$ cat config.mk
export PLATFORM = sky130hd
export DESIGN_NAME = sc_stream_decoder
export DESIGN_NICKNAME = d
export VERILOG_FILES = /design/src/rtl/sc_stream_decoder.sv
export SDC_FILE = /design/constraint.sdc
export NUM_CORES = 1
export LEC_CHECK = 0
export ABC_AREA = 1
export BUFFER_PORTS_ARGS = -buffer_cell sky130_fd_sc_hd__buf_2
export CAP_MARGIN = 20
export CORE_UTILIZATION = 55
export CTS_CLUSTER_SIZE = 25
export DETAILED_ROUTE_END_ITERATION = 7
export PLACE_DENSITY = 0.84
export SYNTH_ARGS = -nofsm -noshare
export SYNTH_HDL_FRONTEND = slang
export SYNTH_SLANG_ARGS = --single-unit
$ cat constraint.sdc
create_clock -name clk -period 2.1 [get_ports clk]
set_clock_uncertainty 0.2 [all_clocks]
set_input_delay 0.105 -clock clk [delete_from_list [all_inputs] [get_ports clk]]
set_output_delay 0.105 -clock clk [all_outputs]
set_load 0.02 [all_outputs]
$ cat src/rtl/sc_stream_decoder.sv
// sc_stream_decoder: converts the stochastic adder's output bitstream back to binary.
// Counts 1s over a programmable window of enabled samples. Each result is the raw
// count plus the count rescaled by the adder's 1/INUM factor (<< LOGINUM).
// Ports:
//   clk, rst_n     clock, synchronous active-low reset
//   start, win_len request a window of win_len enabled samples (clamped to 2^WIDTH)
//   in_en, in_bit  bitstream sample and its qualifier
//   busy           window in progress
//   out_valid      result offered, out_ready accepts it
//   out_cnt        number of 1s in the window
//   out_sum        out_cnt << LOGINUM
module sc_stream_decoder #(
  parameter int unsigned WIDTH   = 8,
  parameter int unsigned LOGINUM = 2
) (
  input  logic                       clk,
  input  logic                       rst_n,
  input  logic                       start,
  input  logic [WIDTH:0]             win_len,
  input  logic                       in_en,
  input  logic                       in_bit,
  output logic                       busy,
  output logic                       out_valid,
  input  logic                       out_ready,
  output logic [WIDTH:0]             out_cnt,
  output logic [WIDTH+LOGINUM:0]     out_sum
);

  localparam int unsigned CW = WIDTH + 1;
  localparam int unsigned SW = WIDTH + LOGINUM + 1;

  typedef enum logic [1:0] {
    IDLE = 2'd0,
    RUN  = 2'd1,
    DONE = 2'd2
  } state_t;

  state_t          state, state_nxt;
  logic [CW-1:0]   cnt, cnt_nxt;
  logic [CW-1:0]   rem, rem_nxt;
  logic [CW-1:0]   out_cnt_nxt;
  logic [SW-1:0]   out_sum_nxt;
  logic            busy_nxt, valid_nxt;

  logic [CW-1:0]   max_len;
  logic [CW-1:0]   len_clamped;
  logic [CW-1:0]   cnt_plus;
  logic [CW-1:0]   first_cnt;
  logic            accept;
  logic            load;

  // Window length clamp and the acceptance cycle's first sample
  always_comb begin
    max_len     = CW'(1) << WIDTH;
    len_clamped = (win_len > max_len) ? max_len : win_len;
    accept      = start && (win_len != '0);
    cnt_plus    = cnt + CW'(in_bit);
    first_cnt   = CW'(in_en & in_bit);
  end

  // Next-state and datapath update
  always_comb begin
    state_nxt   = state;
    cnt_nxt     = cnt;
    rem_nxt     = rem;
    out_cnt_nxt = out_cnt;
    load        = 1'b0;

    case (state)
      IDLE: begin
        if (accept) load = 1'b1;
      end
      RUN: begin
        if (in_en) begin
          if (rem == CW'(1)) begin
            state_nxt   = DONE;
            out_cnt_nxt = cnt_plus;
            rem_nxt     = '0;
          end else begin
            cnt_nxt = cnt_plus;
            rem_nxt = rem - CW'(1);
          end
        end
      end
      DONE: begin
        if (out_ready) begin
          if (accept) load = 1'b1;
          else        state_nxt = IDLE;
        end
      end
      default: state_nxt = IDLE;
    endcase

    // Accepting a window: the acceptance cycle itself is sample 1 when in_en=1
    if (load) begin
      if (in_en && (len_clamped == CW'(1))) begin
        state_nxt   = DONE;
        out_cnt_nxt = first_cnt;
        cnt_nxt     = '0;
        rem_nxt     = '0;
      end else begin
        state_nxt = RUN;
        cnt_nxt   = first_cnt;
        rem_nxt   = len_clamped - CW'(in_en);
      end
    end

    out_sum_nxt = SW'(out_cnt_nxt) << LOGINUM;
    busy_nxt    = (state_nxt == RUN);
    valid_nxt   = (state_nxt == DONE);
  end

  // State and output registers
  always_ff @(posedge clk) begin
    if (!rst_n) begin
      state     <= IDLE;
      cnt       <= '0;
      rem       <= '0;
      out_cnt   <= '0;
      out_sum   <= '0;
      busy      <= 1'b0;
      out_valid <= 1'b0;
    end else begin
      state     <= state_nxt;
      cnt       <= cnt_nxt;
      rem       <= rem_nxt;
      out_cnt   <= out_cnt_nxt;
      out_sum   <= out_sum_nxt;
      busy      <= busy_nxt;
      out_valid <= valid_nxt;
    end
  end

endmodule

==> qor.log <==
INFO  global_routing overflow=0
INFO  clocking       tritoncts=done
INFO  logic_synthesis asyncSetResetFlopFracSynth=0%
INFO  sta            grt_setup_unrepaired=no
INFO  global_routing first_pass_grt_wire_length=7.134mm
INFO  clocking       cts_resized=0
INFO  routing        detailroute.via_count=1892
INFO  final_layout   multi_input_comb_area=1224µm²
INFO  critical_path  path_cells=ha_1 > ha_1 > and3_1 > nand4_1 > nor2_1 > xor2_1 > nand2_1 > a21oi_1
INFO  placement      placement.io_buffers=34
INFO  sta            finalSetupViolCount=0
INFO  critical_path  critical_path.most_common_cell=ha_1
INFO  routing        detail_route.first_pass.iterations=4
INFO  final_layout   final.fill_count=325
INFO  floorplan      num_rows=22
INFO  final_layout   drive_gt1_share=28.30%
INFO  global_routing maximum_number_of_pins_on_one_net_before_global_route_repair=16
INFO  global_routing number_of_antenna_violations_at_the_first_check_in_global_routing=0
INFO  placement      routabilityCongestion=0.8637
INFO  routing        wl_met2=1.962mm
INFO  routing        detail_route.iter0.violations=120
INFO  critical_path  cp_data_required_time=2120ps
INFO  sta            final.setup.tns=0ps
INFO  placement      dp_hpwl=3.181mm
INFO  routing        ant_nets=0
INFO  floorplan      floorplan.die_area=4052µm²
INFO  worst_hold_path worstHoldPathCells=4
INFO  sta            max_freq=528.1MHz
INFO  logic_synthesis synth_edf_count=0
INFO  final_layout   antennaDiodeCount=0
INFO  critical_path  critPathLaunch=cnt[0]$_SDFFE_PN0P_
INFO  final_layout   nets=332
INFO  global_routing grt_pass1_vias=1671
INFO  routing        detailroute.wirelength.met3=183µm
INFO  logic_synthesis synth-seq-cells=31
INFO  power_and_ir_drop leakage_power_total=1.090nW
INFO  routing        drt_drc_violations_left=0
INFO  critical_path  slowest_stage_cell_crit_path=dfxtp_1
INFO  logic_synthesis post_synthesis_cell_area=2091µm²
INFO  floorplan      start_util=57.11%
INFO  critical_path  critPathLaunchType=flop
INFO  routing        routed_length_per_placed_instance=11.65µm
INFO  clocking       cts.clk_slew.worst_paths=70ps
INFO  global_routing grt_util_all_layers=22.42%
INFO  critical_path  rr_worst_depth=8
INFO  worst_hold_path hold_class=in2reg
INFO  clocking       clock-root-buffer=clkbuf_8
INFO  logic_synthesis synthesized_area_per_cell=7.414µm²
INFO  final_layout   utilization=63.09%
INFO  critical_path  crit_type=reg2reg
INFO  logic_synthesis postSynth.topFlopCell=dfxtp_1
INFO  critical_path  regToRegStartpoint=cnt[0]$_SDFFE_PN0P_
INFO  final_layout   area_growth_from_synthesis_to_layout=10.47%
INFO  floorplan      chipWidth=63.66µm
INFO  routing        detail_route.vias_per_cell=5.270
INFO  flow_run       cap_violations=0
INFO  power_and_ir_drop power.ir.vdd_worst=272.4µV
INFO  sta            hold_ws=37.47ps
INFO  clocking       clk_sink_count=31
INFO  logic_synthesis ys_warn_count=0
INFO  logic_synthesis synth_cells=282
INFO  power_and_ir_drop internal_power=1.029mW
INFO  power_and_ir_drop p_clk_share=30.7%
INFO  worst_hold_path worst_hold_startpoint=win_len[8]
INFO  critical_path  arr_time_crit_path=1910ps
INFO  power_and_ir_drop power-per-cell-area=660.8nW/µm²
INFO  clocking       cts-htree-levels=2
INFO  power_and_ir_drop power.net_switching=497.6µW
INFO  run_status     status=complete, no violations
INFO  critical_path  critical_path.endpoint_type=flop
INFO  sta            post-route-period-util=90.18%
INFO  logic_synthesis synth.distinct_cells=42
INFO  clocking       cts_made_buffers=5
INFO  final_layout   register_area=620.6µm²
INFO  sta            hold_viol_final=0
INFO  power_and_ir_drop proportion_of_power_drawn_by_flip_flops_and_latches=43.2%
INFO  floorplan      design.core.area=3661µm²
INFO  sta            slew_violations=0
INFO  clocking       ctsLongestPathBuffers=2
INFO  floorplan      die_h=63.66µm
INFO  power_and_ir_drop share_comb_of_total_power=26.0%
INFO  routing        top_layer_used=met4
INFO  critical_path  path_max_fanout=3
INFO  power_and_ir_drop design_power_total=1.526mW
INFO  routing        postRouteWirelength=4.183mm
INFO  clocking       worst_skew_pair.late_latency=290ps
INFO  sta            time_the_final_worst_path_needs_with_i_o_delays_and_setup=1894ps
INFO  routing        met1_wire_length=1.974mm
INFO  logic_synthesis seq_area_frac_synth=29.68%
INFO  critical_path  cp_slowest_stage_delay=340ps
INFO  clocking       post_cts_buffers=0
INFO  floorplan      floorplan.io_pins=37
INFO  power_and_ir_drop power.share.switching=32.60%
==> flip-flops by register name, summed over array words and instances, names as in the netlist <==
register	count
cnt	9
out_sum	9
rem	9
state	2
busy	1
out_valid	1
==> cells in the mapped netlist (all sizes together), types with 5 or more instances <==
cell   instances  area [µm²]
nand2         57       259.0
a21oi         20       118.9
dfxtp         31       620.6
xor2           9       78.83
o21ai         18       97.59
nor2          38       186.4
inv           30       117.6
nand3         20       110.1
buf           14       120.1
or2            5       31.28
nand4          7       43.79
ha             6       75.07
==> metal layers <==
layer,GRT usage [%],vias to the layer above
li1,-,972
met1,27.64,857
met2,36.97,56
met4,9.375,0
met3,5.254,7
met5,0,-
==> placed cells by master (no fill, tap or decap), drive strengths merged, types with 3 or more instances in the layout <==
master,n
a211oi,3
a21oi,20
a31oi,4
buf,36
clkbuf,6
dfxtp,31
ha,6
inv,30
nand2,57
nand3,20
nand4,7
nor2,38
nor3,4
o21ai,18
or2,5
xnor2,3
xor2,9
==> cells by family after synthesis <==
kind of cell / Yosys count / share of synthesized area [%]
compound gates: 50 / 15.38
simple gates: 135 / 34.17
flops: 31 / 29.68
other cells: 1 / 0.1794
buf+inv: 47 / 11.97
fa+ha+maj: 6 / 3.591
xor+xnor: 12 / 5.027
==> through the flow <==
stage          area, µm²  std cells  setup WS, ps
6_report            2310        359         206.3
2_1_floorplan       2095        283         403.4
4_1_cts             2310        359         231.5
3_3_place_gp        2212        351         312.7
3_5_place_dp        2212        351         247.2
5_1_grt             2310        359         52.42
==> worst max-delay path, delay by kind of cell (launching register included) <==
kind	cells	cell delay, ps
simple gates	4	620
fa+ha+maj	2	350
flops	1	340
xor+xnor	1	210
compound gates	1	120
==> worst paths after layout <==
kind / end / slack (ps)
min: rem[8]$_SDFFE_PN0P_ / 40
max reg2reg: out_sum[10]$_SDFF_PN0_ / 210
min reg2reg: out_sum[9]$_SDFF_PN0_ / 290
max: out_sum[10]$_SDFF_PN0_ / 210
==> final cells by class <==
class                      count  share of cell area [%]
clock buffer                   6                   3.575
clock inverter                 1                  0.2167
timing repair buffer          37                   8.451
sequential                    31                   26.87
inverter                      31                   5.309
tap                           48                   2.600
multi-input combinational    205                   52.98
==> repair_timing <==
item                       CTS  global route
hold endpoints to repair    10             0
setup endpoints to repair    0             0
hold buffers                 1             0
==> power by group through the flow <==
| stage | clock network, mW | registers [mW] | logic [mW] |
|---|---|---|---|
| after global routing | 0.501 | 0.665 | 0.448 |
| after floorplan | 0 | 0.672 | 0.318 |
| final | 0.469 | 0.659 | 0.398 |
| after detailed placement | 0 | 0.672 | 0.392 |
| after CTS | 0.479 | 0.659 | 0.397 |
| after global placement | 0 | 0.670 | 0.387 |
(Power assumes the default switching activity.)
